<file path="config.mk">
export PLATFORM = sky130hd
export DESIGN_NAME = mem_port_arbiter
export DESIGN_NICKNAME = d
export VERILOG_FILES = /design/src/rtl/cpu_mem_pkg.sv /design/src/rtl/mem_arb_timer.sv /design/src/rtl/mem_port_arbiter.sv
export SDC_FILE = /design/constraint.sdc
export NUM_CORES = 1
export LEC_CHECK = 0
export CORE_MARGIN = 2
export CORE_UTILIZATION = 44
export DETAILED_ROUTE_END_ITERATION = 12
export PLACE_DENSITY = 0.81
export SYNTH_ARGS = -nofsm -noshare
export SYNTH_HDL_FRONTEND = slang
export SYNTH_HIERARCHICAL = 1
export SYNTH_SLANG_ARGS = --single-unit
</file>
<file path="constraint.sdc">
create_clock -name clk_i -period 3.6 [get_ports clk_i]
set_input_delay 1.08 -clock clk_i [delete_from_list [all_inputs] [get_ports clk_i]]
set_output_delay 1.08 -clock clk_i [all_outputs]
set_load 0.005 [all_outputs]
</file>
<file path="src/rtl/cpu_mem_pkg.sv">
// cpu_mem_pkg: shared state type, default sizes and the zero data returned on an aborted access
package cpu_mem_pkg;
  typedef enum logic [2:0] {IDLE, BUSY_I, BUSY_D, RESP_I, RESP_D} arb_state_t;
  localparam int AW_DEF = 32;
  localparam int DW_DEF = 32;
  localparam int MAX_D_STREAK_DEF = 4;
  localparam int TIMEOUT_CYC_DEF = 64;
  localparam logic [DW_DEF-1:0] ZERO_DATA = '0;
endpackage

</file>
<file path="src/rtl/mem_arb_timer.sv">
// mem_arb_timer: clearable saturating cycle counter; expired marks the enabled cycle whose increment reaches limit
module mem_arb_timer #(
  parameter int W = 7
) (
  input  logic         clk_i,
  input  logic         rst_i,
  input  logic         clr,
  input  logic         en,
  input  logic [W-1:0] limit,
  output logic         expired
);
  logic [W-1:0] cnt;
  always_ff @(posedge clk_i or negedge rst_i)
    if (!rst_i) cnt <= '0;
    else if (clr) cnt <= '0;
    else if (en && cnt != limit) cnt <= cnt + W'(1);
  assign expired = en && (cnt + W'(1) == limit);
endmodule

</file>
<file path="src/rtl/mem_port_arbiter.sv">
// mem_port_arbiter: shares one variable-latency memory between the fetch and load/store ports, with stall and timeout
module mem_port_arbiter
  import cpu_mem_pkg::*;
#(
  parameter int AW = AW_DEF,
  parameter int DW = DW_DEF,
  parameter int MAX_D_STREAK = MAX_D_STREAK_DEF,
  parameter int TIMEOUT_CYC = TIMEOUT_CYC_DEF
) (
  input  logic          clk_i,
  input  logic          rst_i,
  input  logic          if_req_i,
  input  logic [AW-1:0] if_addr_i,
  output logic [DW-1:0] if_rdata_o,
  output logic          if_ready_o,
  input  logic          d_req_i,
  input  logic          d_we_i,
  input  logic [AW-1:0] d_addr_i,
  input  logic [DW-1:0] d_wdata_i,
  output logic [DW-1:0] d_rdata_o,
  output logic          d_ready_o,
  output logic          mem_req_o,
  output logic          mem_we_o,
  output logic [AW-1:0] mem_addr_o,
  output logic [DW-1:0] mem_wdata_o,
  input  logic [DW-1:0] mem_rdata_i,
  input  logic          mem_ack_i,
  output logic          stall_o,
  output logic          err_o
);
  localparam int TW = $clog2(TIMEOUT_CYC + 1);
  localparam int SW = $clog2(MAX_D_STREAK + 1);
  arb_state_t state, state_n;
  logic [SW-1:0] streak;
  logic streak_max, grant_i, grant_d, busy, expired, done;
  logic [DW-1:0] rdata;
  mem_arb_timer #(.W(TW)) u_timer (
    .clk_i  (clk_i),
    .rst_i  (rst_i),
    .clr    (grant_i || grant_d),
    .en     (busy),
    .limit  (TW'(TIMEOUT_CYC)),
    .expired(expired)
  );
  always_comb begin
    streak_max = streak == SW'(MAX_D_STREAK);
    grant_i = state == IDLE && if_req_i && (streak_max || !d_req_i);
    grant_d = state == IDLE && d_req_i && !(if_req_i && streak_max);
    busy = state == BUSY_I || state == BUSY_D;
    done = busy && (mem_ack_i || expired);
    rdata = mem_ack_i ? mem_rdata_i : DW'(ZERO_DATA);
    state_n = state;
    case (state)
      IDLE:    state_n = grant_i ? BUSY_I : grant_d ? BUSY_D : IDLE;
      BUSY_I:  state_n = done ? RESP_I : BUSY_I;
      BUSY_D:  state_n = done ? RESP_D : BUSY_D;
      default: state_n = IDLE;
    endcase
  end
  assign stall_o = (if_req_i && !if_ready_o) || (d_req_i && !d_ready_o);
  always_ff @(posedge clk_i or negedge rst_i)
    if (!rst_i) begin
      state <= IDLE;
      streak <= '0;
      if_rdata_o <= '0;
      if_ready_o <= 1'b0;
      d_rdata_o <= '0;
      d_ready_o <= 1'b0;
      mem_req_o <= 1'b0;
      mem_we_o <= 1'b0;
      mem_addr_o <= '0;
      mem_wdata_o <= '0;
      err_o <= 1'b0;
    end else begin
      state <= state_n;
      if_ready_o <= state_n == RESP_I;
      d_ready_o <= state_n == RESP_D;
      if (grant_i || grant_d) begin
        mem_req_o <= 1'b1;
        mem_we_o <= grant_d && d_we_i;
        mem_addr_o <= grant_d ? d_addr_i : if_addr_i;
        mem_wdata_o <= grant_d ? d_wdata_i : '0;
      end
      if (done) begin
        mem_req_o <= 1'b0;
        err_o <= err_o || !mem_ack_i;
        if (state == BUSY_I) if_rdata_o <= rdata;
        else d_rdata_o <= rdata;
      end
      streak <= grant_i ? '0 :
                (grant_d && if_req_i && !streak_max) ? streak + SW'(1) :
                (state == IDLE && !if_req_i) ? '0 : streak;
    end
endmodule

</file>
## Yosys cells after proc, flatten, opt, wreduce, memory -nomap -nowiden

Cells that the tools add are included.

| operators by class | value |
|---|---|
| add/subtract/negate cells | 2 |
| multiply operators | 0 |
| div/mod/pow operators | 0 |
| order comparisons | 0 |
| equality and inequality tests | 7 |
| shift-type cells | 0 |
| multiplexer cells | 15 |
| bitwise operators | 1 |
| reduce and logical (&&, ||, !) cells | 33 |

Operators by type and width:

| cell | number |
|---|---|
| $mux W32 | 3 |
| $logic_and A1 B1 Y1 | 14 |
| $mux W7 | 2 |
| $mux W3 | 4 |
| $pmux W3 S3 | 1 |
| $add A7 B1 Y7 const B | 1 |
| $eq A7 B7 Y1 const B | 1 |
| $logic_not A1 Y1 | 7 |
| $ne A7 B7 Y1 const B | 1 |
| $eq A3 B2 Y1 const B | 2 |
| $eq A3 B3 Y1 const B | 2 |
| $logic_or A1 B1 Y1 | 6 |
| $mux W2 | 3 |
| $reduce_and A2 Y1 | 2 |
| $reduce_bool A2 Y1 | 2 |
| $add A3 B1 Y3 const B | 1 |
| $eq A3 B1 Y1 const B | 1 |
| $logic_not A3 Y1 | 1 |
| $reduce_bool A3 Y1 | 1 |
| $mux W1 | 2 |
| $not A1 Y1 | 1 |

| word-level totals | value |
|---|---|
| flip-flop bits (word level) | 146 |
| latch bits | 0 |
| memory bits (writable) | 0 |
| ROM bits | 0 |
| input port bits | 134 |
| output and inout bits | 134 |
| word-level logic and storage cells | 70 |
| memories | 0 |

## Longest topological paths before layout

Gate-level depths: netlist of run 1.

| depth | value |
|---|---|
| depth in word-level cells | 8 |
| depth in mapped cells | 9 |
| depth with buffers taken out | 8 |

## Hierarchy

The synthesis of run 1 kept the hierarchy.

By module, submodules not included:

| module | instances | cells an instance | area an instance (um^2) | sequential area each (um^2) |
|---|---|---|---|---|
| mem_port_arbiter | 1 | 489 | 6224.7 | 3478.3 |
| mem_arb_timer | 1 | 71 | 663.1 | 175.2 |

## Worst setup path before layout of run 1

OpenSTA, ideal clock, no wires.

| timing path | value |
|---|---|
| path type | input to output |
| from | input if_req_i |
| to | output stall_o |
| data arrival time | 1.735 ns |
| required time | 2.520 ns |
| path slack | 0.785 ns |
| stages | 4 |
| path buffers | 2 |
| path through | buf_2 > buf_2 > inv_1 > o22ai_1 |

| between the ends | value |
|---|---|
| word-level cells in the longest chain between the ends | 2 |

Ends and longest elaborated chain:

| what | RTL line | text |
|---|---|---|
| start, declared | mem_port_arbiter.sv:12 | `input logic if_req_i,` |
| $logic_and A1 B1 Y1 | mem_port_arbiter.sv:60 | `assign stall_o = (if_req_i && !if_ready_o) \|\| (d_req_i && !d_ready_o);` |
| $logic_or A1 B1 Y1 | mem_port_arbiter.sv:60 |  |
| end, declared | mem_port_arbiter.sv:28 | `output logic stall_o,` |

Every way passes these cells.

## Worst setup path in the final report of run 1

Same ends and word-level chain as after synthesis.

==> metrics.json, run 1 <==
{
  "synthDominantCellAreaShare": {"value": 53.0, "unit": "%"},
  "first_pass_grt_wire_length": {"value": 30.8, "unit": "mm"},
  "synth.most_common_cell": {"value": "sky130_fd_sc_hd__dfrtp_1"},
  "final_period_minus_worst_setup_slack": {"value": 3.18, "unit": "ns"},
  "clkSlewWorstSetupHoldPaths": {"value": 0.06, "unit": "ns"},
  "synth_warn": {"value": 6},
  "antenna-diode-count": {"value": 0},
  "rsz_0062_raised_after_global_routing": {"value": "false"},
  "fmax": {"value": 0.315, "unit": "GHz"},
  "routed_wl": {"value": 19.5, "unit": "mm"},
  "total_via_count_after_detailed_routing": {"value": 5630},
  "power.switching_fraction": {"value": 32.4, "unit": "%"},
  "max_cap_violation_count": {"value": 0},
  "place.detailed.instances": {"value": 1011},
  "setup_viol": {"value": 0},
  "synth_area": {"value": 0.00689, "unit": "mm^2"},
  "worst-path-max-fanout": {"value": 2},
  "synthTopCellsByCount": {"value": "sky130_fd_sc_hd__dfrtp_1, sky130_fd_sc_hd__a22o_1, sky130_fd_sc_hd__inv_1"},
  "timing.slew.headroom": {"value": 60.6, "unit": "%"},
  "final_cell_count_no_fill": {"value": 1043},
  "worst_setup_path_start_kind": {"value": "input pin"},
  "place_congestion": {"value": 0.807},
  "drt_drc_violations_left": {"value": 0},
  "initial_utilization": {"value": 45.1, "unit": "%"},
  "die_width": {"value": 129, "unit": "um"},
  "power_frac_comb": {"value": 44.1, "unit": "%"},
  "leak": {"value": 4.32, "unit": "nW"},
  "pwr-share-seq": {"value": 34.7, "unit": "%"},
  "tritoncts": {"value": "yes"},
  "flip_flop_and_latch_count_after_synthesis": {"value": 146},
  "grt_use_total": {"value": 23.6, "unit": "%"},
  "layout_worst_path_cycle_share": {"value": 88.2, "unit": "%"},
  "h-tree-depth": {"value": 4},
  "hold_path_class": {"value": "flip-flop to flip-flop"},
  "synth.avg_cell_area": {"value": 12.3, "unit": "um^2"},
  "end_kind": {"value": "primary output"},
  "p_int": {"value": 0.00552, "unit": "W"},
  "synthFlopType": {"value": "sky130_fd_sc_hd__dfrtp_1"},
  "final_nets": {"value": 956},
  "path_class": {"value": "input pin to primary output"},
  "fin_util": {"value": 67.1, "unit": "%"},
  "synth.distinct_cells": {"value": 46},
  "detailedRoute.firstPassIterationCount": {"value": 5},
  "power_density": {"value": 798, "unit": "mW/mm^2"},
  "seq_area_frac_synth": {"value": 53.0, "unit": "%"},
  "std_cell_rows": {"value": 45},
  "p_sw": {"value": 0.00265, "unit": "W"},
  "grt_pass1_vias": {"value": 5929},
  "r2r_setup_slack": {"value": 0.68, "unit": "ns"},
  "postCtsSetupBuffers": {"value": 0},
  "dpl.hpwl": {"value": 13.5, "unit": "mm"},
  "timing.setup.tns": {"value": 0, "unit": "ns"},
  "placed_cell_area": {"value": 0.00966, "unit": "mm^2"},
  "grt_max_degree": {"value": 70},
  "yosys-top-cells-area": {"value": "sky130_fd_sc_hd__dfrtp_1, sky130_fd_sc_hd__a22o_1, sky130_fd_sc_hd__o221ai_2"},
  "avgViaCountPerCell": {"value": 5.40},
  "drt_iter0_markers": {"value": 255},
  "synth_top_cell_by_area": {"value": "sky130_fd_sc_hd__dfrtp_1"},
  "cts.repair.resized": {"value": 0},
  "place.port_buffers": {"value": 267},
  "cts_made_buffers": {"value": 17},
  "pin_count": {"value": 268},
  "outcome": {"value": "completed"},
  "clock-root-buffer": {"value": "sky130_fd_sc_hd__clkbuf_16"},
  "critPathArrivalTime": {"value": 2.10, "unit": "ns"},
  "avgRoutedWirePerCell": {"value": 18.7, "unit": "um"},
  "clock-sinks": {"value": 146},
  "final_layout_size_suffix_gt1_share": {"value": 11.7, "unit": "%"},
  "fp.dieH": {"value": 129, "unit": "um"},
  "antenna_violating_nets_post_route": {"value": 0},
  "number_of_enable_type_register_cells_in_the_synthesized_netlist": {"value": 0},
  "post_route_design_area": {"value": 0.0102, "unit": "mm^2"},
  "layout_area_overhead": {"value": 48.7, "unit": "%"},
  "drv_slew": {"value": 0},
  "number_of_antenna_violations_at_the_first_check_in_global_routing": {"value": 0},
  "p_clk_share": {"value": 21.2, "unit": "%"},
  "synthesized_instance_count": {"value": 560},
  "worst-slew-pin-transition": {"value": 0.592, "unit": "ns"},
  "ys_async_sr_fraction": {"value": 100, "unit": "%"},
  "clk_path_buf_depth": {"value": 2},
  "worstPathRequired": {"value": 2.52, "unit": "ns"},
  "cts_hold_buf": {"value": 0},
  "final_clock_skew": {"value": 0.0106, "unit": "ns"},
  "area_of_the_die": {"value": 0.0167, "unit": "mm^2"},
  "finalHoldViolations": {"value": 0},
  "core_area": {"value": 0.0153, "unit": "mm^2"},
  "grt-ovfl-total": {"value": 0},
  "clk_lat_worst_skew": {"value": 0.42, "unit": "ns"},
  "ir_worst_vdd": {"value": 0.463, "unit": "mV"}
}
placed cells by master (no fill, tap or decap), types with 2 or more instances in the layout:
cell type	netlist	routed
sky130_fd_sc_hd__clkinv_4	0	2
sky130_fd_sc_hd__a211oi_1	3	3
sky130_fd_sc_hd__nand4_1	3	3
sky130_fd_sc_hd__nor3_1	4	4
sky130_fd_sc_hd__clkinv_2	0	2
sky130_fd_sc_hd__dfrtp_1	146	146
sky130_fd_sc_hd__inv_6	0	2
sky130_fd_sc_hd__and3_1	3	3
sky130_fd_sc_hd__or3b_2	2	2
sky130_fd_sc_hd__ha_1	3	3
sky130_fd_sc_hd__a21oi_1	5	5
sky130_fd_sc_hd__o22ai_1	3	3
sky130_fd_sc_hd__clkinvlp_4	0	3
sky130_fd_sc_hd__clkbuf_16	0	17
sky130_fd_sc_hd__mux2i_1	3	3
sky130_fd_sc_hd__buf_4	2	12
sky130_fd_sc_hd__xnor2_1	2	2
sky130_fd_sc_hd__nor2b_1	38	38
sky130_fd_sc_hd__mux2_2	7	7
sky130_fd_sc_hd__a21boi_0	32	32
sky130_fd_sc_hd__nand2b_1	4	4
sky130_fd_sc_hd__o221ai_1	3	3
sky130_fd_sc_hd__o22a_1	32	32
sky130_fd_sc_hd__a21boi_1	2	2
sky130_fd_sc_hd__clkdlybuf4s50_1	0	264
sky130_fd_sc_hd__nand2_1	6	6
sky130_fd_sc_hd__inv_1	42	42
sky130_fd_sc_hd__buf_2	23	2
sky130_fd_sc_hd__xor2_1	9	9
sky130_fd_sc_hd__a22o_1	97	97
sky130_fd_sc_hd__inv_8	0	3
sky130_fd_sc_hd__buf_12	0	2
sky130_fd_sc_hd__o211ai_1	2	2
sky130_fd_sc_hd__conb_1	2	12
sky130_fd_sc_hd__nand3_1	4	4
sky130_fd_sc_hd__nor2_1	9	9
sky130_fd_sc_hd__o221ai_2	29	29
final cells by class:
cell class / count / area, um^2
sequential: 146 / 3650
inverter: 43 / 161
timing repair buffer: 281 / 2790
multi-input combinational: 330 / 2780
clock buffer: 18 / 439
clock inverter: 14 / 148
fill: 1147 / 5010
tap: 211 / 264
registers in the layout, summed over array words and instances (netlist names):
signal,flops
err_o,1
mem_we_o,1
streak,3
d_rdata_o,32
mem_addr_o,32
if_rdata_o,32
mem_wdata_o,32
if_ready_o,1
u_timer/cnt,7
mem_req_o,1
state,3
d_ready_o,1
kinds of logic after synthesis:
logic type               Yosys count  synth area share [%]
other                              2                 0.109
flip-flops                       146                  53.0
buffers and inverters             94                  7.08
adder cells (fa/ha/maj)            3                 0.545
multiplexers                      10                  1.58
AO/OA/AOI/OAI                    214                  28.9
XOR/XNOR                          11                  1.40
AND/OR/NAND/NOR                   80                  7.30
critical path, cell delays in order:
cell                              delay (ns)
sky130_fd_sc_hd__buf_2                  0.10
sky130_fd_sc_hd__inv_1                  0.04
sky130_fd_sc_hd__o22ai_1                0.30
sky130_fd_sc_hd__clkdlybuf4s50_1        0.58
worst paths after layout:
kind	startpoint	endpoint	cells after the start
min in group asynchronous	rst_i	mem_addr_o[11]	1
worst max register to register	u_timer/cnt[1]	if_rdata_o[21]	9
worst min register to register	err_o	err_o	1
worst max-delay path	if_req_i	stall_o	4
max in group asynchronous	rst_i	if_rdata_o[15]	2
worst min-delay path	err_o	err_o	1
power groups by stage:
stage | registers (W) | clock network (W) | logic (W)
floorplan | 0.00281 | 0 | 0.00181
global placement | 0.00281 | 0 | 0.00352
detailed placement | 0.00284 | 0 | 0.00363
CTS | 0.00284 | 0.00177 | 0.00364
global route | 0.00292 | 0.00184 | 0.00387
finish | 0.00284 | 0.00174 | 0.00360
layer usage:
layer	track usage (%)	part of all wire (%)
met5	0	0
met4	9.27	2.8
met3	6.90	6.1
met2	40.9	51
met1	27.7	40
stage by stage:
step | hold slack [ns] | power (W) | setup slack [ns]
after floorplan | 0.466 | 0.00462 | 0.785
after global routing | 0.515 | 0.00864 | 0.432
after global placement | 0.477 | 0.00633 | 0.411
final | 0.493 | 0.00817 | 0.423
after CTS | 0.499 | 0.00825 | 0.436
after detailed placement | 0.484 | 0.00647 | 0.450
No activity file was read; power rests on OpenSTA's default activity.
==> inputs of run 2 (changes only) <==
--- a/config.mk
+++ b/config.mk
@@ -6,9 +6,11 @@
 export NUM_CORES = 1
 export LEC_CHECK = 0
 export CORE_MARGIN = 2
-export CORE_UTILIZATION = 44
+export CORE_UTILIZATION = 60
 export DETAILED_ROUTE_END_ITERATION = 12
-export PLACE_DENSITY = 0.81
+export DONT_BUFFER_PORTS = 1
+export PLACE_DENSITY = 0.76
+export SETUP_SLACK_MARGIN = 0.3
 export SYNTH_ARGS = -nofsm -noshare
 export SYNTH_HDL_FRONTEND = slang
 export SYNTH_HIERARCHICAL = 1
==> metrics.json, run 2 (synthesized netlist as in run 1, its figures left out) <==
{
  "leak": {"value": 3.27, "unit": "nW"},
  "drv_slew": {"value": 0},
  "std_cell_rows": {"value": 39},
  "timing.slew.headroom": {"value": 20.5, "unit": "%"},
  "final_period_minus_worst_setup_slack": {"value": 2.84, "unit": "ns"},
  "h-tree-depth": {"value": 4},
  "final_nets": {"value": 683},
  "layout_commonest_cell": {"value": "sky130_fd_sc_hd__dfrtp_1"},
  "clkSlewWorstSetupHoldPaths": {"value": 0.06, "unit": "ns"},
  "highest_signal_layer": {"value": "met4"},
  "final_cell_mix": {"value": "sky130_fd_sc_hd__dfrtp_1, sky130_fd_sc_hd__a22o_1, sky130_fd_sc_hd__inv_1, sky130_fd_sc_hd__nor2b_1"},
  "met3WireLength": {"value": 1.40, "unit": "mm"},
  "final_layout_size_suffix_gt1_share": {"value": 15.6, "unit": "%"},
  "initial_utilization": {"value": 60.8, "unit": "%"},
  "core_area": {"value": 0.0113, "unit": "mm^2"},
  "crit-reg2reg-capture": {"value": "if_rdata_o[3]"},
  "dpl.hpwl": {"value": 10.4, "unit": "mm"},
  "routed_wl": {"value": 15.7, "unit": "mm"},
  "clk_lat_worst_skew": {"value": 0.41, "unit": "ns"},
  "fin_util": {"value": 65.9, "unit": "%"},
  "placed_cell_area": {"value": 0.00684, "unit": "mm^2"},
  "end_kind": {"value": "flip-flop"},
  "final_clock_skew": {"value": 0.00874, "unit": "ns"},
  "power_density": {"value": 910, "unit": "mW/mm^2"},
  "setup_viol": {"value": 0},
  "outcome": {"value": "completed"},
  "timing.setup.tns": {"value": 0, "unit": "ns"},
  "place.port_buffers": {"value": 0},
  "max_cap_violation_count": {"value": 0},
  "r2r_setup_slack": {"value": 0.76, "unit": "ns"},
  "met1_length": {"value": 5.99, "unit": "mm"},
  "path_delay_family": {"value": "simple AND/OR/NAND/NOR gates"},
  "ir_worst_vdd": {"value": 0.523, "unit": "mV"},
  "postCtsSetupBuffers": {"value": 0},
  "drt_drc_violations_left": {"value": 0},
  "grt_use_total": {"value": 26.0, "unit": "%"},
  "place_congestion": {"value": 0.816},
  "rsz_0062_raised_after_global_routing": {"value": "false"},
  "fmax": {"value": 0.352, "unit": "GHz"},
  "critPathArrivalTime": {"value": 3.13, "unit": "ns"},
  "drt_iter0_markers": {"value": 297},
  "grt-ovfl-total": {"value": 0},
  "layout_worst_path_cycle_share": {"value": 78.9, "unit": "%"},
  "layout_area_overhead": {"value": 8.39, "unit": "%"},
  "number_of_antenna_violations_at_the_first_check_in_global_routing": {"value": 0},
  "grt_max_degree": {"value": 147},
  "grt_pass1_vias": {"value": 4723},
  "pin_count": {"value": 268},
  "first_pass_grt_wire_length": {"value": 25.7, "unit": "mm"},
  "hold_path_class": {"value": "input pin to async pin"},
  "avgRoutedWirePerCell": {"value": 22.4, "unit": "um"},
  "finalHoldViolations": {"value": 0},
  "post_route_design_area": {"value": 0.00747, "unit": "mm^2"},
  "area_of_the_die": {"value": 0.0124, "unit": "mm^2"},
  "cts_made_buffers": {"value": 17},
  "clock-root-buffer": {"value": "sky130_fd_sc_hd__clkbuf_16"},
  "cp_num_buf_inv": {"value": 1},
  "avgViaCountPerCell": {"value": 6.56},
  "clk_path_buf_depth": {"value": 2},
  "met2WireLength": {"value": 8.04, "unit": "mm"},
  "worst_setup_path_start_kind": {"value": "flip-flop"},
  "clock-sinks": {"value": 146},
  "total_via_count_after_detailed_routing": {"value": 4596},
  "fp.dieH": {"value": 111, "unit": "um"},
  "cts_hold_buf": {"value": 0},
  "worst-path-max-fanout": {"value": 33},
  "worst_path_largest_cell_delay": {"value": 0.48, "unit": "ns"},
  "cp_cell_sequence": {"value": "ha_1, nand2b_1, o211ai_1, or3b_2, a221oi_2, or2_1, nand3_1, buf_4, a22o_1"},
  "path_class": {"value": "flip-flop to flip-flop"},
  "startpoint_of_the_most_critical_register_to_register_path": {"value": "u_timer/cnt[0]"},
  "critical_path.slowest_cell": {"value": "sky130_fd_sc_hd__or3b_2"},
  "die_width": {"value": 111, "unit": "um"},
  "antenna-diode-count": {"value": 0},
  "worstRegToRegCells": {"value": 9},
  "worstPathRequired": {"value": 3.89, "unit": "ns"},
  "tritoncts": {"value": "yes"},
  "cts.repair.resized": {"value": 0},
  "detailedRoute.firstPassIterationCount": {"value": 5},
  "worst-slew-pin-transition": {"value": 1.19, "unit": "ns"},
  "antenna_violating_nets_post_route": {"value": 0}
}
run 2: worst reg2reg max path: cells and delay by family (launching register included):
family / cells / cell delay, ns
adder cells (fa/ha/maj): 1 / 0.27
AND/OR/NAND/NOR: 4 / 0.93
flip-flops: 1 / 0.46
buffers and inverters: 1 / 0.27
AO/OA/AOI/OAI: 3 / 0.79
run 2: metal layers:
metal	track usage (%)	vias to the layer above
li1	-	2029
met1	32.2	2329
met2	42.8	215
met3	9.24	23
met4	9.05	0
met5	0	-
run 2: cell type report:
cell class                      count  area (um^2)
Clock buffer                       17          425
Clock inverter                     14          203
Fill cell                         856         3850
Inverter                           43          161
Multi-Input combinational cell    330         2780
Sequential cell                   146         3650
Tap cell                          143          179
Timing Repair Buffer                8         60.1
run 2: stage by stage:
step	cells	total power [W]	setup slack, ns	hold WS, ns
2_1_floorplan	570	0.00462	0.785	0.466
3_3_place_gp	670	0.00484	0.954	0.517
3_5_place_dp	670	0.00497	0.836	0.521
4_1_cts	701	0.00686	0.791	0.349
5_1_grt	701	0.00721	0.626	0.342
6_report	701	0.00680	0.761	0.368
run 2: worst max-delay path by stage:
stage | from | end | slack [ns] | cells after the start
3_3_place_gp | u_timer/cnt[0] | if_rdata_o[17] | 0.95 | 9
4_1_cts | u_timer/cnt[0] | if_rdata_o[3] | 0.79 | 9
5_1_grt | u_timer/cnt[1] | if_rdata_o[3] | 0.63 | 9
6_report | u_timer/cnt[0] | if_rdata_o[3] | 0.76 | 9
2_1_floorplan | if_req_i | stall_o | 0.78 | 4
3_5_place_dp | u_timer/cnt[0] | d_rdata_o[19] | 0.84 | 9
run 2: report_power, final:
group / leakage (nW) / internal, W / switching, W / total [W]
Sequential: 1.80 / 0.00236 / 0.000683 / 0.00305
Combinational: 1.17 / 0.000968 / 0.000915 / 0.00188
Clock: 0.299 / 0.00117 / 0.000698 / 0.00187
==> inputs of run 3 (changes only) <==
--- a/config.mk
+++ b/config.mk
@@ -6,10 +6,10 @@
 export NUM_CORES = 1
 export LEC_CHECK = 0
 export CORE_MARGIN = 2
-export CORE_UTILIZATION = 60
+export CORE_UTILIZATION = 57
 export DETAILED_ROUTE_END_ITERATION = 12
 export DONT_BUFFER_PORTS = 1
-export PLACE_DENSITY = 0.76
+export PLACE_DENSITY = 0.75
 export SETUP_SLACK_MARGIN = 0.3
 export SYNTH_ARGS = -nofsm -noshare
 export SYNTH_HDL_FRONTEND = slang
==> constraint.sdc (replaced) <==
create_clock -name clk_i -period 2.3 [get_ports clk_i]
set_input_delay 0.69 -clock clk_i [delete_from_list [all_inputs] [get_ports clk_i]]
set_output_delay 0.69 -clock clk_i [all_outputs]
set_load 0.005 [all_outputs]
==> metrics.json, run 3 (synthesized netlist as in run 1, its figures left out) <==
{
  "drt_drc_violations_left": {"value": 0},
  "worst_setup_path_start_kind": {"value": "flip-flop"},
  "final_cell_mix": {"value": "sky130_fd_sc_hd__dfrtp_1, sky130_fd_sc_hd__a22o_1, sky130_fd_sc_hd__inv_1, sky130_fd_sc_hd__nor2b_1"},
  "setup_viol": {"value": 65},
  "worst_path_largest_cell_delay": {"value": 0.41, "unit": "ns"},
  "clock-root-buffer": {"value": "sky130_fd_sc_hd__clkbuf_16"},
  "layout_area_overhead": {"value": 12.4, "unit": "%"},
  "critical_path.slowest_cell": {"value": "sky130_fd_sc_hd__or3b_4"},
  "h-tree-depth": {"value": 4},
  "drv_slew": {"value": 0},
  "final_cell_count_no_fill": {"value": 725},
  "clk_path_buf_depth": {"value": 2},
  "drt_iter0_markers": {"value": 302},
  "final_period_minus_worst_setup_slack": {"value": 2.35, "unit": "ns"},
  "std_cell_rows": {"value": 40},
  "core_area": {"value": 0.0119, "unit": "mm^2"},
  "total_via_count_after_detailed_routing": {"value": 4728},
  "grt_pass1_vias": {"value": 4990},
  "worstPathRequired": {"value": 2.60, "unit": "ns"},
  "leak": {"value": 3.42, "unit": "nW"},
  "clk_lat_worst_skew": {"value": 0.42, "unit": "ns"},
  "tritoncts": {"value": "yes"},
  "avgViaCountPerCell": {"value": 6.52},
  "fp.dieH": {"value": 114, "unit": "um"},
  "dpl.hpwl": {"value": 10.8, "unit": "mm"},
  "critPathArrivalTime": {"value": 2.65, "unit": "ns"},
  "fmax": {"value": 0.425, "unit": "GHz"},
  "path_class": {"value": "flip-flop to flip-flop"},
  "pin_count": {"value": 268},
  "clkSlewWorstSetupHoldPaths": {"value": 0.06, "unit": "ns"},
  "first_pass_grt_wire_length": {"value": 25.7, "unit": "mm"},
  "final_clock_skew": {"value": 0.0134, "unit": "ns"},
  "dp_worst_slack": {"value": -0.0227, "unit": "ns"},
  "antenna_violating_nets_post_route": {"value": 0},
  "detailedRoute.firstPassIterationCount": {"value": 4},
  "end_kind": {"value": "flip-flop"},
  "hold_path_class": {"value": "input pin to async pin"},
  "ir_worst_vdd": {"value": 0.775, "unit": "mV"},
  "clock-sinks": {"value": 146},
  "layout_worst_path_cycle_share": {"value": 102, "unit": "%"},
  "final_nets": {"value": 701},
  "cp_cell_sequence": {"value": "ha_2, nand2b_1, o211ai_1, or3b_4, a221oi_4, or2_4, nand3_4, buf_12, a22o_1"},
  "grt-ovfl-total": {"value": 0},
  "number_of_antenna_violations_at_the_first_check_in_global_routing": {"value": 1},
  "avgRoutedWirePerCell": {"value": 22.3, "unit": "um"},
  "worst-slew-pin-transition": {"value": 0.624, "unit": "ns"},
  "place.port_buffers": {"value": 0},
  "hold-worst-slack": {"value": -0.0319, "unit": "ns"},
  "setup_ws": {"value": -0.0521, "unit": "ns"},
  "routed_wl": {"value": 16.2, "unit": "mm"},
  "grt_use_total": {"value": 25.5, "unit": "%"},
  "outcome": {"value": "finished with violations"},
  "worst-path-max-fanout": {"value": 34},
  "layout_commonest_cell": {"value": "sky130_fd_sc_hd__dfrtp_1"},
  "die_width": {"value": 114, "unit": "um"},
  "power.total": {"value": 0.0110, "unit": "W"},
  "rsz_0062_raised_after_global_routing": {"value": "true"},
  "max_cap_violation_count": {"value": 0},
  "cts_made_buffers": {"value": 17},
  "failed_checks": {"value": "hold timing, setup timing"},
  "initial_utilization": {"value": 57.8, "unit": "%"},
  "final_layout_size_suffix_gt1_share": {"value": 19.9, "unit": "%"},
  "finalHoldViolations": {"value": 92},
  "area_of_the_die": {"value": 0.0130, "unit": "mm^2"},
  "timing.slew.headroom": {"value": 58.4, "unit": "%"},
  "power_density": {"value": 1420, "unit": "mW/mm^2"},
  "grt_max_degree": {"value": 147},
  "timing.setup.tns": {"value": -2.15, "unit": "ns"},
  "place.detailed.instances": {"value": 691},
  "place_congestion": {"value": 0.829}
}
## run 3: metrics by stage
stage	utilization [%]	instance area (um^2)
6_report	65.0	7740
3_5_place_dp	59.0	7030
5_1_grt	65.0	7740
4_1_cts	64.7	7710
3_3_place_gp	59.0	7030
2_1_floorplan	-	7000
## run 3: final timing paths
path | from | to | slack [ns] | depth (start not counted)
worst max-delay path | u_timer/cnt[1] | d_rdata_o[5] | -0.05 | 9
worst min-delay path | rst_i | mem_addr_o[9] | -0.03 | 0
worst max register to register | u_timer/cnt[1] | d_rdata_o[5] | -0.05 | 9
worst min register to register | mem_wdata_o[18] | mem_wdata_o[18] | 0.53 | 1
max in group asynchronous | rst_i | u_timer/cnt[6] | 2.10 | 0
min in group clk_i | mem_rdata_i[19] | if_rdata_o[19] | 0.40 | 1
## run 3: critical path, delay by kind of cell, from the launching register on
family | cells | cell delay (ns)
flops | 1 | 0.37
buf+inv | 1 | 0.18
simple gates | 4 | 0.79
fa+ha+maj | 1 | 0.20
compound gates | 3 | 0.69
## run 3: final cells by class
| cell class | instances | area (um^2) |
|---|---|---|
| flip-flops and latches | 146 | 3650 |
| diodes | 1 | 2.50 |
| repair buffers | 26 | 244 |
| clock inverters | 13 | 196 |
| multi-input cells | 330 | 2840 |
| inverters | 43 | 163 |
| well taps | 147 | 184 |
| clock buffers | 19 | 453 |
| fillers | 913 | 4170 |
## run 3: layer usage
layer,wire length (um),global-route usage (%)
met5,0,0
met4,357,9.84
met3,1340,9.56
met2,8290,41.2
met1,6170,31.2
## run 3: timing repair
action,4_1_cts,5_1_grt
hold endpoints to repair,146,146
gates resized for setup,4,6
endpoints found under the setup margin,130,99
setup buffers,1,0
pin swaps,1,2
## run 3: report_power, final
group	internal, W	total [W]	switching, W	leakage, nW
Combinational	0.00172	0.00331	0.00158	1.29
Clock	0.00190	0.00298	0.00108	0.322
Sequential	0.00370	0.00473	0.00103	1.80
Total	0.00732	0.0110	0.00369	3.42
